File: src/rtl/dafx_pkg.sv
// Shared types and defaults for the ADC frame assembler and its amplitude tracker.
package dafx_pkg;

    localparam int AUDIO_WIDTH_C        = 24;
    localparam int ADC_TIMEOUT_CYCLES_C = 4096;

    typedef enum logic {
        WAIT_LEFT  = 1'b0,
        WAIT_RIGHT = 1'b1
    } adc_frame_state_t;

endpackage

File: src/rtl/adc_min_max_tracker.sv
// Signed running min/max over two samples per update strobe; result visible the cycle after the strobe.
// Clear has priority over a coincident update, so that update is dropped. No backpressure.
module adc_min_max_tracker
    import dafx_pkg::*;
#(
    parameter int AUDIO_WIDTH_P = AUDIO_WIDTH_C
) (
    input  logic                     clk,
    input  logic                     rst_n,
    input  logic                     i_update,
    input  logic                     i_clear,
    input  logic [AUDIO_WIDTH_P-1:0] i_sample_a,
    input  logic [AUDIO_WIDTH_P-1:0] i_sample_b,
    output logic [AUDIO_WIDTH_P-1:0] o_min,
    output logic [AUDIO_WIDTH_P-1:0] o_max
);

    logic signed [AUDIO_WIDTH_P-1:0] r_min;
    logic signed [AUDIO_WIDTH_P-1:0] r_max;
    logic signed [AUDIO_WIDTH_P-1:0] w_hi_ab;
    logic signed [AUDIO_WIDTH_P-1:0] w_lo_ab;
    logic signed [AUDIO_WIDTH_P-1:0] w_max_nxt;
    logic signed [AUDIO_WIDTH_P-1:0] w_min_nxt;

    always_comb begin
        w_hi_ab = $signed(i_sample_a);
        w_lo_ab = $signed(i_sample_b);
        if ($signed(i_sample_b) > $signed(i_sample_a)) begin
            w_hi_ab = $signed(i_sample_b);
            w_lo_ab = $signed(i_sample_a);
        end
        w_max_nxt = (w_hi_ab > r_max) ? w_hi_ab : r_max;
        w_min_nxt = (w_lo_ab < r_min) ? w_lo_ab : r_min;
    end

    always_ff @(posedge clk) begin
        if (!rst_n) begin
            r_min <= '0;
            r_max <= '0;
        end else if (i_clear) begin
            r_min <= '0;
            r_max <= '0;
        end else if (i_update) begin
            r_min <= w_min_nxt;
            r_max <= w_max_nxt;
        end
    end

    assign o_min = r_min;
    assign o_max = r_max;

endmodule

File: src/rtl/adc_frame_assembler.sv
// Pairs interleaved left/right ADC beats into stereo frames; fs_strobe 1 cycle after the right beat; never backpressures.
// Optional mono sum output enabled by defining ADC_FRAME_MONO_SUM_EN (tied to 0 otherwise).
module adc_frame_assembler
    import dafx_pkg::*;
#(
    parameter int AUDIO_WIDTH_P    = AUDIO_WIDTH_C,
    parameter int TIMEOUT_CYCLES_P = ADC_TIMEOUT_CYCLES_C,
    parameter int CNT_WIDTH_P      = 32
) (
    input  logic                     clk,
    input  logic                     rst_n,
    input  logic [AUDIO_WIDTH_P-1:0] adc_data,
    input  logic                     adc_valid,
    output logic                     adc_ready,
    input  logic                     adc_last,
    output logic [AUDIO_WIDTH_P-1:0] frame_left,
    output logic [AUDIO_WIDTH_P-1:0] frame_right,
    output logic [AUDIO_WIDTH_P-1:0] frame_mono,
    output logic                     fs_strobe,
    input  logic                     cmd_clear_min_max,
    input  logic                     cmd_clear_status,
    output logic [AUDIO_WIDTH_P-1:0] sr_min_adc_amplitude,
    output logic [AUDIO_WIDTH_P-1:0] sr_max_adc_amplitude,
    output logic [CNT_WIDTH_P-1:0]   sr_frame_count,
    output logic                     sr_sync_error,
    output logic                     sr_timeout
);

    localparam int TMO_W = (TIMEOUT_CYCLES_P > 1) ? $clog2(TIMEOUT_CYCLES_P) : 1;
    localparam logic [TMO_W-1:0] TMO_LAST = TMO_W'(TIMEOUT_CYCLES_P - 1);

    adc_frame_state_t         r_state;
    adc_frame_state_t         w_state_nxt;
    logic [TMO_W-1:0]         r_tmo_cnt;
    logic [TMO_W-1:0]         w_tmo_cnt_nxt;
    logic                     r_ready;
    logic [AUDIO_WIDTH_P-1:0] r_hold_left;
    logic                     r_pend_vld;
    logic [AUDIO_WIDTH_P-1:0] r_pend_left;
    logic [AUDIO_WIDTH_P-1:0] r_pend_right;
    logic [AUDIO_WIDTH_P-1:0] r_frame_left;
    logic [AUDIO_WIDTH_P-1:0] r_frame_right;
    logic                     r_fs;
    logic [CNT_WIDTH_P-1:0]   r_frame_count;
    logic                     r_sync_err;
    logic                     r_tmo_flag;

    logic w_accept;
    logic w_load_left;
    logic w_frame_done;
    logic w_sync_ev;
    logic w_tmo_ev;

    assign w_accept = adc_valid & r_ready;

    always_ff @(posedge clk) begin
        if (!rst_n) begin
            r_state   <= WAIT_LEFT;
            r_tmo_cnt <= '0;
        end else begin
            r_state   <= w_state_nxt;
            r_tmo_cnt <= w_tmo_cnt_nxt;
        end
    end

    // An accepted beat is evaluated before the timeout, so a beat on the expiry cycle wins.
    always_comb begin
        w_state_nxt   = r_state;
        w_tmo_cnt_nxt = r_tmo_cnt;
        w_load_left   = 1'b0;
        w_frame_done  = 1'b0;
        w_sync_ev     = 1'b0;
        w_tmo_ev      = 1'b0;
        unique case (r_state)
            WAIT_LEFT: begin
                w_tmo_cnt_nxt = '0;
                if (w_accept) begin
                    if (adc_last) begin
                        w_sync_ev = 1'b1;
                    end else begin
                        w_load_left = 1'b1;
                        w_state_nxt = WAIT_RIGHT;
                    end
                end
            end
            WAIT_RIGHT: begin
                if (w_accept) begin
                    if (adc_last) begin
                        w_frame_done = 1'b1;
                        w_state_nxt  = WAIT_LEFT;
                    end else begin
                        w_sync_ev     = 1'b1;
                        w_load_left   = 1'b1;
                        w_tmo_cnt_nxt = '0;
                    end
                end else if (r_tmo_cnt == TMO_LAST) begin
                    w_tmo_ev      = 1'b1;
                    w_tmo_cnt_nxt = '0;
                    w_state_nxt   = WAIT_LEFT;
                end else begin
                    w_tmo_cnt_nxt = r_tmo_cnt + TMO_W'(1);
                end
            end
            default: begin
                w_state_nxt   = WAIT_LEFT;
                w_tmo_cnt_nxt = '0;
            end
        endcase
    end

    always_ff @(posedge clk) begin
        if (!rst_n) begin
            r_ready       <= 1'b0;
            r_hold_left   <= '0;
            r_pend_vld    <= 1'b0;
            r_pend_left   <= '0;
            r_pend_right  <= '0;
            r_frame_left  <= '0;
            r_frame_right <= '0;
            r_fs          <= 1'b0;
            r_frame_count <= '0;
            r_sync_err    <= 1'b0;
            r_tmo_flag    <= 1'b0;
        end else begin
            r_ready    <= 1'b1;
            r_pend_vld <= w_frame_done;
            r_fs       <= r_pend_vld;
            if (w_load_left) begin
                r_hold_left <= adc_data;
            end
            if (w_frame_done) begin
                r_pend_left  <= r_hold_left;
                r_pend_right <= adc_data;
            end
            if (r_pend_vld) begin
                r_frame_left  <= r_pend_left;
                r_frame_right <= r_pend_right;
                r_frame_count <= r_frame_count + CNT_WIDTH_P'(1);
            end
            r_sync_err <= w_sync_ev | (r_sync_err & ~cmd_clear_status);
            r_tmo_flag <= w_tmo_ev  | (r_tmo_flag & ~cmd_clear_status);
        end
    end

`ifdef ADC_FRAME_MONO_SUM_EN
    logic signed [AUDIO_WIDTH_P:0] w_mono_sum;
    logic [AUDIO_WIDTH_P-1:0]      r_frame_mono;

    // One guard bit keeps the sum exact; halving brings it back into sample range.
    always_comb begin
        w_mono_sum = ($signed({r_pend_left[AUDIO_WIDTH_P-1], r_pend_left})
                    + $signed({r_pend_right[AUDIO_WIDTH_P-1], r_pend_right})) >>> 1;
    end

    always_ff @(posedge clk) begin
        if (!rst_n) begin
            r_frame_mono <= '0;
        end else if (r_pend_vld) begin
            r_frame_mono <= w_mono_sum[AUDIO_WIDTH_P-1:0];
        end
    end

    assign frame_mono = r_frame_mono;
`else
    assign frame_mono = '0;
`endif

    adc_min_max_tracker #(
        .AUDIO_WIDTH_P (AUDIO_WIDTH_P)
    ) u_min_max (
        .clk        (clk),
        .rst_n      (rst_n),
        .i_update   (r_fs),
        .i_clear    (cmd_clear_min_max),
        .i_sample_a (r_frame_left),
        .i_sample_b (r_frame_right),
        .o_min      (sr_min_adc_amplitude),
        .o_max      (sr_max_adc_amplitude)
    );

    assign adc_ready      = r_ready;
    assign frame_left     = r_frame_left;
    assign frame_right    = r_frame_right;
    assign fs_strobe      = r_fs;
    assign sr_frame_count = r_frame_count;
    assign sr_sync_error  = r_sync_err;
    assign sr_timeout     = r_tmo_flag;

endmodule

File: config.mk
export PLATFORM = sky130hd
export DESIGN_NAME = adc_frame_assembler
export DESIGN_NICKNAME = d
export VERILOG_FILES = /design/src/rtl/dafx_pkg.sv /design/src/rtl/adc_min_max_tracker.sv /design/src/rtl/adc_frame_assembler.sv
export SDC_FILE = /design/constraint.sdc
export NUM_CORES = 1
export LEC_CHECK = 0
export CORE_MARGIN = 5
export CORE_UTILIZATION = 49
export DETAILED_ROUTE_END_ITERATION = 10
export GPL_TIMING_DRIVEN = 0
export HOLD_SLACK_MARGIN = 0.15
export PLACE_DENSITY = 0.76
export SLEW_MARGIN = 40
export SYNTH_ARGS = -nofsm -noshare
export SYNTH_HDL_FRONTEND = slang
export SYNTH_SLANG_ARGS = --single-unit
File: constraint.sdc
create_clock -name clk -period 5.1 [get_ports clk]
set_input_delay 0.765 -clock clk [delete_from_list [all_inputs] [get_ports clk]]
set_output_delay 0.765 -clock clk [all_outputs]
set_load 0.05 [all_outputs]
==> results of run 1 <==
## metal layers
layer | GRT usage (%) | vias up
met5 | 0 | -
li1 | - | 4720
met3 | 3.845 | 57
met4 | 6.727 | 0
met2 | 41.25 | 308
met1 | 29.75 | 4551
## state kept, by name, indices dropped and copies added (netlist names)
register,cells
frame_right,24
r_pend_left,24
r_pend_vld,1
fs_strobe,1
r_pend_right,24
r_state,1
r_tmo_cnt,12
sr_frame_count,32
u_min_max.o_max,24
r_hold_left,24
sr_timeout,1
sr_sync_error,1
adc_ready,1
u_min_max.o_min,24
frame_left,24
## worst min-delay path, stage by stage, from the launching register on
cell and delay [ns]:
dfxtp_1 0.31, nand2_1 0.05, a21boi_0 0.06
## per-stage QoR
stage                     instance area [um^2]  TNS [ns]  std cells
final                                    15010    -2.270       1788
after global placement                   13250    -28.32       1705
after floorplan                          11280         0       1259
after detailed placement                 13250    -29.23       1705
after CTS                                14570    -3.587       1770
after global routing                     15010    -8.001       1788
## logic make-up (layout without fill, tap and decap cells)
logic type | after synthesis | count (layout) | synth area share [%]
AOI/OAI and AO/OA | 251 | 251 | 16.54
xor gates and xnor gates | 34 | 34 | 2.693
adders and majority gates | 73 | 73 | 8.260
buffers and inverters | 191 | 435 | 7.502
DFF | 218 | 218 | 39.47
muxes | 98 | 98 | 9.323
other | 1 | 24 | 0.03391
and+or+nand+nor | 370 | 370 | 16.18
## power groups by stage
| stage | registers [mW] | clock network [mW] | logic, mW |
|---|---|---|---|
| after CTS | 1.71 | 1.78 | 0.158 |
| final | 1.71 | 1.75 | 0.159 |
| after global routing | 1.71 | 1.85 | 0.170 |
| after detailed placement | 1.75 | 0 | 0.156 |
| after global placement | 1.75 | 0 | 0.156 |
| after floorplan | 1.75 | 0 | 0.103 |
## worst max path at each step
stage / start / endpoint / depth (start not counted)
finish: frame_left[13]$_SDFFE_PN0P_ / u_min_max.o_min[12]$_SDFFE_PP0P_ / 23
global route: frame_left[13]$_SDFFE_PN0P_ / u_min_max.o_min[12]$_SDFFE_PP0P_ / 23
CTS: frame_left[18]$_SDFFE_PN0P_ / u_min_max.o_min[3]$_SDFFE_PP0P_ / 23
detailed placement: frame_left[23]$_SDFFE_PN0P_ / u_min_max.o_min[20]$_SDFFE_PP0P_ / 22
global placement: frame_left[23]$_SDFFE_PN0P_ / u_min_max.o_min[17]$_SDFFE_PP0P_ / 22
floorplan: frame_left[13]$_SDFFE_PN0P_ / u_min_max.o_min[10]$_SDFFE_PP0P_ / 22
## what timing repair did
action / CTS / global route
setup buffers: 22 / 17
pin swaps: 23 / 30
setup endpoints to repair: 48 / 48
resized for setup: 81 / 65
gates cloned: 1 / 1
## cell type report
| cell class | count | area [um^2] | area share [%] |
|---|---|---|---|
| Multi-Input combinational cell | 850 | 6549 | 43.62 |
| Timing Repair Buffer | 202 | 1941 | 12.92 |
| Sequential cell | 218 | 4454 | 29.67 |
| Clock buffer | 29 | 638.1 | 4.250 |
| Inverter | 97 | 364.1 | 2.425 |
| Tap cell | 285 | 356.6 | 2.375 |
| Clock inverter | 13 | 158.9 | 1.058 |
| Buffer | 94 | 553.0 | 3.683 |
## layout by cell type (no fill, tap or decap), types with 5 or more instances in the layout
cell type        Yosys  layout
a211oi_1            51       8
clkdlybuf4s50_1      0     161
a21oi_1             12       9
and3_1              10      10
mux2_2              20      19
buf_4               24      65
nand2_1            180     180
ha_1                73      60
nand3_1             15      15
clkbuf_16            0      24
a21boi_0            80      80
nor3_1               5       5
clkbuf_1            61      50
a21o_1              19      18
or3_1               10       9
nand4_1             20      20
and2_1              28      28
mux2i_4              0       9
dfxtp_1            218     188
o21ai_0             40      39
dfxtp_2              0       9
conb_1               1      24
clkbuf_8             0       5
clkbuf_2             0       5
nor2b_1             57      57
inv_1               97      89
dfxtp_4              0      21
xnor2_1             25      25
ha_4                 0      13
mux2i_1             73      62
inv_2                0       8
nor2_1              32      31
o311a_1             25      25
mux2_4               5       6
a211oi_2             0      40
xor2_1               9       9
==> summary.txt, run 1 <==
Pwr
  • P_leak: slightly below 6 nW
  • Comb pwr share: 4.4%
  • Worst VDD drop: 0.0002134 V
  • Clock network power share: 48.5%
  • Int Pwr: approximately 2.8 mW
  • Sw Ratio: between 20% and 30%
  • Sequential Power Share: a little under half
  • Switching power: 0.8132 mW
  • Power density over the cells: between 200 and 250 nW/um^2
  • Tot Pwr: about 3.6 mW

Setup path
  • CP Buf/Inv Count: 7
  • WP data arrival: approximately 5.7 ns
  • Crit-path max FO: 8
  • R2R cell count: 23
  • Crit-path cells: inv_1 > ha_4 > a21oi_2 > o21ai_1 > a221o_1 > a211o_1 > or3_1 > a21o_1 > buf_6 > buf_12 > buf_12 > buf_4 > mux2i_4 > inv_1 > ha_1 > a21o_1 > a221o_1 > a221oi_2 > o211ai_1 > mux2_4 > a21o_4 > clkbuf_16 > a211oi_2
  • CP peak stage delay: 0.38 ns
  • Reg-to-reg slack, setup: -0.14 ns
  • Top delay family on crit path: compound AO/OA/AOI/OAI gates
  • Critical Path Start Type: flop
  • Req. time, crit path: roughly 5.5 ns
  • R2R Path End: u_min_max.o_min[12]$_SDFFE_PP0P_
  • CP Class: reg -> reg
  • Worst r2r src: frame_left[13]$_SDFFE_PN0P_
  • Endpoint class of the critical path: flop
  • Crit-path slowest cell: mux2_4

Timing
  • Slew @ Worst Pin: around 0.79 ns
  • Clock skew: between 0.01 and 0.015 ns
  • Slew headroom: between 40% and 50%
  • RSZ-0062 raised after global routing: yes
  • Final Worst Setup Slack: -0.1422 ns
  • WHS: 0.4536 ns
  • Max Freq: 0.1908 GHz
  • Clock period minus worst slack: 5.242 ns
  • Final max-slew violation count: 0
  • Period utilization: 102.8%
  • Final Hold Fails: 0
  • Final setup fails: 23

CTS
  • Reg clk slew, reported paths: around 0.06 ns
  • CTS tree: yes
  • Clk buf depth: 3
  • Clock Sink Count: 218
  • Hold-fix buffers at CTS: 0
  • H-tree depth: 1
  • Clock latency on the worst-skew pair: ~0.5 ns
  • CTS buffer count: 23
  • Clk root buf: clkbuf_16

Finish
  • Synth-to-layout area growth: 35.78%
  • Fill cells: between 1500 and 2000
  • Share of cells above drive strength 1: 18.10%
  • Final nets: approximately 1600
  • Inserted Diodes: 0
  • Final Core Density: 66.93%

Die
  • Initial Util: about half
  • Die Footprint: around 26000 um^2
  • Die width: ~160 um
  • Site Rows: 55
  • Number of top-level pins: about 190
  • Die Ht: between 150 and 200 um
  • Core ar.: 22430 um^2

Synthesis
  • #FFs+latches synth: 218
  • Ys flop type: dfxtp_1
  • Asr flop ratio synth: 0%
  • Post-Syn Instances: roughly 1200
  • Netlist cell types: 51
  • Post-Syn Area: between 10000 and 15000 um^2
  • YS warnings: 0
  • Synth area leaders: dfxtp_1 39%, ha_1 8.3%, mux2i_1 6.6%
  • Area share of the largest cell type after synthesis: about two fifths
  • Yosys top cell by area: dfxtp_1
  • Post-synth EDFFs: 0
  • Post-synth top cells: 218 x dfxtp_1, 180 x nand2_1, 97 x inv_1, 80 x a21boi_0
  • Avg Inst Size Synth: just under 9 um^2
  • Most frequent cell after synthesis: dfxtp_1
  • Sequential element share of the synthesized area: roughly two fifths

Drt
  • DRT iter0 DRCs: 526
  • Met3 wire len: 1.856 mm
  • Max Used Layer: met4
  • DR vias/cell: 5.389
  • Drc violations: 0
  • Pre-antenna DRT Iters: 7
  • Avg WL per Cell: 17.88 um
  • Metal1 wirelength: approximately 14 mm
  • Via Count: 9636
  • Routed Antenna Nets: 0
  • Detailed Route WL: between 30 and 40 mm
  • Met2 Wirelength: 15.63 mm

Place
  • Detailed placement HPWL: approximately 23 mm
  • Pre-CTS WS: -0.7928 ns
  • Port Buffers: ~160
  • Global placement routability congestion: ~0.94

Flow run
  • Max Cap Viol: 0

Run status
  • Failing checks: negative setup slack
  • Outcome: finished with violations

Worst hold path
  • Hold Startpoint: r_hold_left[15]$_SDFFE_PN0P_
  • WHS Path Cells: 2
  • Hold EP: r_pend_left[15]$_SDFFE_PN0P_
  • HP Class: reg -> reg

Global route
  • Largest net degree at the start of global routing: 15
  • Initial antenna violation count: 0
  • Grt total ovfl: 0
  • First-pass GRT wire length: around 50 mm
  • Tot GR Track Use: between 20% and 30%
  • Vias in the first global route: between 9000 and 10000
Power figures use the tool's default switching activity.
==> inputs of run 2 (changes only) <==
CELL_PAD_IN_SITES_DETAIL_PLACEMENT = 0   (was default)
CELL_PAD_IN_SITES_GLOBAL_PLACEMENT = 1   (was default)
CORE_UTILIZATION = 37   (was 49)
==> summary.txt, run 2 (synthesis gave the netlist of run 1 again) <==
CTS
  • H-tree depth: 1 (unchanged)
  • Clock Sink Count: 218 (unchanged)
  • CTS tree: yes (unchanged)
  • Clk buf depth: 3 (unchanged)
  • Clock latency on the worst-skew pair: 0.54 ns (was 0.51 ns)
  • Hold-fix buffers at CTS: 0 (unchanged)
  • CTS buffer count: 26 (was 23)
  • Clk root buf: clkbuf_16 (unchanged)
  • Reg clk slew, reported paths: 0.06 ns (about the same)

Timing
  • Period utilization: 102.7% (was 102.8%)
  • Clock skew: 0.01204 ns (was 0.01492 ns)
  • Clock period minus worst slack: 5.236 ns (was 5.242 ns)
  • Final Hold Fails: 0 (unchanged)
  • Slew headroom: 42.90% (was 47.14%)
  • Final Worst Setup Slack: -0.1359 ns (was -0.1422 ns)
  • WHS: 0.4620 ns (was 0.4536 ns)
  • Slew @ Worst Pin: 0.8565 ns (was 0.7929 ns)
  • Final setup fails: 24 (was 23)
  • Max Freq: 0.1910 GHz (was 0.1908 GHz)
  • Final max-slew violation count: 0 (unchanged)
  • RSZ-0062 raised after global routing: yes (unchanged)

Run status
  • Failing checks: negative setup slack (unchanged)
  • Outcome: finished with violations (unchanged)

Drt
  • DR vias/cell: 4.926 (was 5.389)
  • Via Count: 9340 (was 9636)
  • Avg WL per Cell: 17.42 um (was 17.88 um)
  • Pre-antenna DRT Iters: 5 (was 7)
  • Detailed Route WL: 33.03 mm (was 31.96 mm)
  • Drc violations: 0 (unchanged)
  • Routed Antenna Nets: 0 (unchanged)
  • DRT iter0 DRCs: 323 (was 526)

Worst hold path
  • WHS Path Cells: 2 (unchanged)
  • Hold EP: r_pend_left[14]$_SDFFE_PN0P_ (was r_pend_left[15]$_SDFFE_PN0P_)
  • HP Class: reg -> reg (unchanged)
  • Hold Startpoint: r_hold_left[14]$_SDFFE_PN0P_ (was r_hold_left[15]$_SDFFE_PN0P_)

Pwr
  • Worst VDD drop: 0.0002401 V (was 0.0002134 V)
  • Tot Pwr: 3.872 mW (was 3.619 mW)
  • Power density over the cells: 253.6 nW/um^2 (was 241.0 nW/um^2)
  • P_leak: 5.860 nW (was 5.795 nW)

Setup path
  • R2R Path End: u_min_max.o_min[15]$_SDFFE_PP0P_ (was u_min_max.o_min[12]$_SDFFE_PP0P_)
  • Critical Path Start Type: flop (unchanged)
  • WP data arrival: 5.68 ns (was 5.67 ns)
  • CP Class: reg -> reg (unchanged)
  • Req. time, crit path: 5.54 ns (was 5.52 ns)
  • Crit-path max FO: 10 (was 8)
  • CP Buf/Inv Count: 6 (was 7)
  • CP peak stage delay: 0.43 ns (was 0.38 ns)
  • Worst r2r src: frame_left[18]$_SDFFE_PN0P_ (was frame_left[13]$_SDFFE_PN0P_)
  • Endpoint class of the critical path: flop (unchanged)
  • Top delay family on crit path: compound AO/OA/AOI/OAI gates (unchanged)
  • Crit-path cells: inv_2 > ha_4 > nand4_1 > nor2_1 > a221o_1 > a211o_1 > or3_1 > a21o_1 > buf_6 > buf_12 > buf_6 > mux2i_4 > inv_1 > ha_4 > and4_1 > nand4_1 > or3_4 > o311a_1 > mux2_4 > a21o_4 > buf_16 > a211oi_2 (was inv_1 > ha_4 > a21oi_2 > o21ai_1 > a221o_1 > a211o_1 > or3_1 > a21o_1 > buf_6 > buf_12 > buf_12 > buf_4 > mux2i_4 > inv_1 > ha_1 > a21o_1 > a221o_1 > a221oi_2 > o211ai_1 > mux2_4 > a21o_4 > clkbuf_16 > a211oi_2)
  • Reg-to-reg slack, setup: -0.14 ns (about the same)
  • Crit-path slowest cell: or3_4 (was mux2_4)
  • R2R cell count: 22 (was 23)

Place
  • DP Cell Count: 1810 (was 1705)
  • Port Buffers: 161 (unchanged)
  • Global placement routability congestion: 0.9147 (was 0.9372)
  • Detailed placement HPWL: 24.81 mm (was 23.19 mm)

Finish
  • Most common cell after layout, fill and taps aside: dfxtp_1 (unchanged)
  • Share of cells above drive strength 1: 17.94% (was 18.10%)
  • Final nets: 1588 (was 1589)
  • Seq. cell area: 4457 um^2 (was 4454 um^2)
  • Fill cells: 2803 (was 1769)
  • Max FFs per register: 32 (unchanged)
  • Post-Layout Cell Count: 1896 (was 1788)
  • Synth-to-layout area growth: 38.05% (was 35.78%)
  • Multi-input logic area: 6513 um^2 (was 6549 um^2)
  • Commonest non-fill, non-tap cells in the layout: 186 x dfxtp_1, 180 x nand2_1, 161 x clkdlybuf4s50_1, 88 x inv_1, 80 x a21boi_0 (was 188 x dfxtp_1, 180 x nand2_1, 161 x clkdlybuf4s50_1, 89 x inv_1, 80 x a21boi_0)

Die
  • Site Rows: 63 (was 55)
  • Die width: 182.9 um (was 160.2 um)
  • Initial Util: 37.41% (was 49.29%)
  • Number of top-level pins: 186 (unchanged)
  • Die Ht: 182.9 um (was 160.2 um)
  • Core ar.: 29560 um^2 (was 22430 um^2)
  • Die Footprint: 33440 um^2 (was 25670 um^2)

Flow run
  • Max Cap Viol: 0 (unchanged)

Global route
  • Initial antenna violation count: 0 (unchanged)
  • Largest net degree at the start of global routing: 15 (unchanged)
  • First-pass GRT wire length: 51.01 mm (was 49.65 mm)
  • Grt total ovfl: 0 (unchanged)
  • Tot GR Track Use: 18.85% (was 23.47%)
  • Vias in the first global route: 9253 (was 9453)
[run 2: tightest hold or removal path, stage by stage, from the launching register on]
cell and delay, ns:
dfxtp_1 0.31, nand2_1 0.05, a21boi_0 0.06
[run 2: worst max-delay path by stage]
stage | startpoint | end | slack [ns] | cells past startpoint
2_1_floorplan | frame_left[13]$_SDFFE_PN0P_ | u_min_max.o_min[10]$_SDFFE_PP0P_ | 0.0002 | 22
3_3_place_gp | frame_left[23]$_SDFFE_PN0P_ | u_min_max.o_min[16]$_SDFFE_PP0P_ | -0.91 | 22
3_5_place_dp | frame_left[19]$_SDFFE_PN0P_ | u_min_max.o_min[16]$_SDFFE_PP0P_ | -0.90 | 22
4_1_cts | frame_left[16]$_SDFFE_PN0P_ | u_min_max.o_min[7]$_SDFFE_PP0P_ | -0.18 | 23
5_1_grt | frame_right[19]$_SDFFE_PN0P_ | u_min_max.o_min[15]$_SDFFE_PP0P_ | -0.30 | 22
6_report | frame_left[18]$_SDFFE_PN0P_ | u_min_max.o_min[15]$_SDFFE_PP0P_ | -0.14 | 22
[run 2: timing repair]
item,in CTS,in global routing
pin swaps,18,38
gates cloned,1,1
resized for setup,96,54
endpoints found under the setup margin,48,48
buffers inserted,25,10
[run 2: cell type report]
| type | count | area share, % |
|---|---|---|
| multi-input combinational | 850 | 42.66 |
| sequential | 218 | 29.19 |
| timing repair buffer | 198 | 12.65 |
| clock buffer | 33 | 4.631 |
| buffer | 94 | 3.754 |
| tap | 390 | 3.196 |
| inverter | 97 | 2.385 |
| clock inverter | 15 | 1.516 |
| antenna | 1 | 0.01639 |
[run 2: report_power, final]
| part | switching, mW | internal, mW | total (mW) |
|---|---|---|---|
| logic | 0.102 | 0.0602 | 0.162 |
| clock network | 0.763 | 1.24 | 2.00 |
| registers | 0.00555 | 1.70 | 1.71 |
[run 2: routing by layer]
layer | vias up | routed length, um | GRT usage, %
li1 | 4712 | - | -
met1 | 4403 | 15200 | 24.90
met2 | 190 | 15630 | 32.35
met3 | 35 | 1588 | 3.253
met4 | 0 | 609 | 4.410
met5 | - | 0 | 0
[run 2: metrics by stage]
stage | setup TNS, ns | cell area, um^2 | worst slack, ns | util [%]
floorplan | 0 | 11280 | 0.0002407 | -
global placement | -36.85 | 13380 | -0.9149 | 45.26
detailed placement | -33.36 | 13390 | -0.9025 | 45.29
CTS | -3.948 | 14970 | -0.1834 | 50.65
global route | -6.602 | 15260 | -0.2957 | 51.64
finish | -2.465 | 15270 | -0.1359 | 51.64
==> inputs of run 3 (changes only) <==
ABC_AREA = 1   (was default)
CORE_UTILIZATION = 34   (was 37)
PLACE_DENSITY = 0.75   (was 0.76)
SKIP_CTS_REPAIR_TIMING = 1   (was default)
==> summary.txt, run 3 <==
Global route
  • Grt total ovfl: 0 (unchanged)
  • Initial antenna violation count: 2 (was 0)
  • Largest net degree at the start of global routing: 14 (was 15)
  • Tot GR Track Use: 17.87% (was 18.85%)
  • Vias in the first global route: 9786 (was 9253)
  • First-pass GRT wire length: 51.63 mm (was 51.01 mm)

Timing
  • Setup_tns: 0 ns (was -2.465 ns)
  • Final setup fails: 0 (was 24)
  • Final Hold Fails: 0 (unchanged)
  • Slew @ Worst Pin: 0.6480 ns (was 0.8565 ns)
  • Clock skew: 0.01424 ns (was 0.01204 ns)
  • Clock period minus worst slack: 4.825 ns (was 5.236 ns)
  • Slew headroom: 56.80% (was 42.90%)
  • Max Freq: 0.2073 GHz (was 0.1910 GHz)
  • Final max-slew violation count: 0 (unchanged)
  • Period utilization: 94.60% (was 102.7%)

Drt
  • DRT iter0 DRCs: 424 (was 323)
  • Via Count: 10060 (was 9340)
  • Routed Antenna Nets: 0 (unchanged)
  • Pre-antenna DRT Iters: 5 (unchanged)
  • Avg WL per Cell: 15.34 um (was 17.42 um)
  • Drc violations: 0 (unchanged)
  • Detailed Route WL: 32.83 mm (was 33.03 mm)
  • DR vias/cell: 4.703 (was 4.926)

Finish
  • Synth-to-layout area growth: 28.61% (was 38.05%)
  • Commonest non-fill, non-tap cells in the layout: 253 x nor2_1, 218 x dfxtp_1, 214 x o21ai_0, 206 x inv_1, 187 x nand2_1 (was 186 x dfxtp_1, 180 x nand2_1, 161 x clkdlybuf4s50_1, 88 x inv_1, 80 x a21boi_0)
  • Final Core Density: 44.01% (was 51.64%)
  • Share of cells above drive strength 1: 5.869% (was 17.94%)
  • Inserted Diodes: 0 (was 1)
  • Final nets: 1825 (was 1588)
  • Max FFs per register: 32 (unchanged)
  • Post-Layout Cell Count: 2140 (was 1896)
  • Most common cell after layout, fill and taps aside: nor2_1 (was dfxtp_1)

Setup path
  • Req. time, crit path: 5.52 ns (was 5.54 ns)
  • CP Class: reg -> reg (unchanged)
  • Reg-to-reg slack, setup: 0.28 ns (was -0.14 ns)
  • Endpoint class of the critical path: flop (unchanged)
  • WP data arrival: 5.24 ns (was 5.68 ns)
  • Crit-path max FO: 10 (unchanged)
  • Critical Path Start Type: flop (unchanged)
  • R2R cell count: 26 (was 22)

Die
  • Core ar.: 31390 um^2 (was 29560 um^2)
  • Die width: 187.7 um (was 182.9 um)
  • Number of top-level pins: 186 (unchanged)
  • Die Ht: 187.7 um (was 182.9 um)
  • Die Footprint: 35250 um^2 (was 33440 um^2)
  • Initial Util: 34.22% (was 37.41%)
  • Site Rows: 65 (was 63)

Worst hold path
  • WHS Path Cells: 2 (unchanged)
  • HP Class: reg -> reg (unchanged)

Synthesis
  • Area share of the largest cell type after synthesis: 40.63% (was 39.47%)
  • Most frequent cell after synthesis: nor2_1 (was dfxtp_1)
  • Ys flop type: dfxtp_1 (unchanged)
  • Post-Syn Instances: 1510 (was 1236)
  • Post-synth EDFFs: 0 (unchanged)
  • Avg Inst Size Synth: 7.114 um^2 (was 8.947 um^2)
  • Post-synth top cells: 254 x nor2_1, 218 x dfxtp_1, 215 x o21ai_0, 206 x inv_1, 187 x nand2_1 (was 218 x dfxtp_1, 180 x nand2_1, 97 x inv_1, 80 x a21boi_0)
  • Adder-cell area share of the yosys netlist: 8.503% (was 8.260%)
  • #FFs+latches synth: 218 (unchanged)
  • YS warnings: 0 (unchanged)
  • Asr flop ratio synth: 0% (unchanged)
  • Simple-gate area share of the yosys netlist: 21.35% (was 16.18%)
  • XOR/XNOR share of the synthesized area: 0.4892% (was 2.693%)
  • Yosys top cell by area: dfxtp_1 (unchanged)
  • Sequential element share of the synthesized area: 40.63% (was 39.47%)
  • Synth area leaders: dfxtp_1 41%, o21ai_0 10%, nor2_1 8.9% (was dfxtp_1 39%, ha_1 8.3%, mux2i_1 6.6%)
  • Post-Syn Area: 10740 um^2 (was 11060 um^2)
  • Largest family of logic cells by synthesized area: simple AND/OR/NAND/NOR gates (was compound AO/OA/AOI/OAI gates)
  • Netlist cell types: 40 (was 51)
  • Complex-gate fraction of the synthesized area: 17.22% (was 16.54%)
  • Mux cell area share after synthesis: 0% (was 9.323%)

Pwr
  • Clock network power share: 46.7% (was 51.7%)
  • Sw Ratio: 25.34% (was 22.47%)
  • Int Pwr: 2.890 mW (was 3.002 mW)
  • Power density over the cells: 280.2 nW/um^2 (was 253.6 nW/um^2)
  • Worst VDD drop: 0.0002214 V (was 0.0002401 V)
  • P_leak: 5.594 nW (was 5.860 nW)
  • Sequential Power Share: 44.8% (was 44.1%)
  • Tot Pwr: 3.871 mW (was 3.872 mW)
  • Comb pwr share: 8.6% (was 4.2%)
  • Switching power: 0.9806 mW (was 0.8699 mW)

Place
  • Port Buffers: 161 (unchanged)
  • DP Cell Count: 2096 (was 1810)
  • Global placement routability congestion: 0.8957 (was 0.9147)
  • Detailed placement HPWL: 26.24 mm (was 24.81 mm)

CTS
  • H-tree depth: 1 (unchanged)
  • Clk buf depth: 3 (unchanged)
  • Clock Sink Count: 218 (unchanged)
  • CTS buffer count: 26 (unchanged)
  • Clk root buf: clkbuf_16 (unchanged)
  • Reg clk slew, reported paths: 0.06 ns (about the same)
  • Clock latency on the worst-skew pair: 0.54 ns (about the same)
  • CTS tree: yes (unchanged)

Flow run
  • Max Cap Viol: 0 (unchanged)

Run status
  • Outcome: finished clean (was finished with violations)
==> run 3: cell count changes after synthesis, moves of 46 or more <==
cell / delta
a211oi_1: -46
a21oi_1: +113
mux2i_1: -73
nor2_1: +222
nor2b_1: -57
inv_1: +109
o21ai_0: +175
a21boi_0: -80
==> run 3: kinds of logic after synthesis <==
group	Yosys count
adders and majority gates	73
buffers and inverters	306
and+or+nand+nor	547
DFF	218
other	1
xor gates and xnor gates	6
AOI/OAI and AO/OA	359
==> run 3: power groups by stage <==
| stage | Clock [mW] | Combinational (mW) | Sequential, mW |
|---|---|---|---|
| after floorplan | 0 | 0.209 | 1.78 |
| after global placement | 0 | 0.323 | 1.77 |
| after detailed placement | 0 | 0.326 | 1.77 |
| after CTS | 1.85 | 0.327 | 1.73 |
| after global routing | 1.91 | 0.362 | 1.73 |
| final | 1.81 | 0.333 | 1.73 |
==> run 3: final timing paths <==
check,start,to
hold reg to reg,sr_timeout$_SDFF_PN0_,sr_timeout$_SDFF_PN0_
setup / recovery,frame_left[23]$_SDFFE_PN0P_,u_min_max.o_max[20]$_SDFFE_PP0P_
hold / removal,sr_timeout$_SDFF_PN0_,sr_timeout$_SDFF_PN0_
setup reg to reg,frame_left[23]$_SDFFE_PN0P_,u_min_max.o_max[20]$_SDFFE_PP0P_
==> run 3: per-layer routing <==
metal | vias up | GRT usage (%) | part of all wire [%]
li1 | 5303 | - | -
met1 | 4508 | 22.43 | 44
met2 | 201 | 31.53 | 48
met3 | 50 | 3.667 | 5.3
met4 | 2 | 4.291 | 2.3
met5 | - | 0 | 0.040
==> run 3: cell type report <==
cell class / count / area [um^2]
Fill cell: 3275 / 17580
Multi-Input combinational cell: 1009 / 5229
Sequential cell: 218 / 4364
Timing Repair Buffer: 161 / 1612
Inverter: 212 / 795.8
Clock buffer: 37 / 752.0
Tap cell: 402 / 503.0
Buffer: 94 / 485.5
Clock inverter: 7 / 73.82
==> run 3: critical path: stages, from the launching register on <==
cell	delay (ns)
dfxtp_1	0.44
inv_1	0.10
ha_1	0.41
nand4_1	0.15
inv_1	0.07
nand2_1	0.11
nor2_1	0.12
nand2_1	0.09
nand3_1	0.09
nand2_1	0.07
nand3_2	0.10
clkbuf_2	0.22
clkbuf_2	0.27
o21ai_1	0.16
ha_1	0.37
nand4_1	0.20
nor4_4	0.39
nand2_1	0.13
nand3_1	0.14
a21oi_1	0.07
a21oi_2	0.20
a211oi_2	0.08
inv_2	0.20
buf_2	0.28
a21oi_1	0.09
o21ai_0	0.09
inv_1	0.06
==> run 3: stage by stage <==
stage | hold slack, ns | setup slack [ns] | area [um^2]
detailed placement | 0.4607 | -0.4784 | 12940
CTS | 0.4762 | -0.4938 | 13770
finish | 0.4725 | 0.2754 | 13810
global route | 0.5070 | -0.01666 | 13810
floorplan | 0.4495 | 0.7484 | 10830
global placement | 0.4571 | -0.3874 | 12940
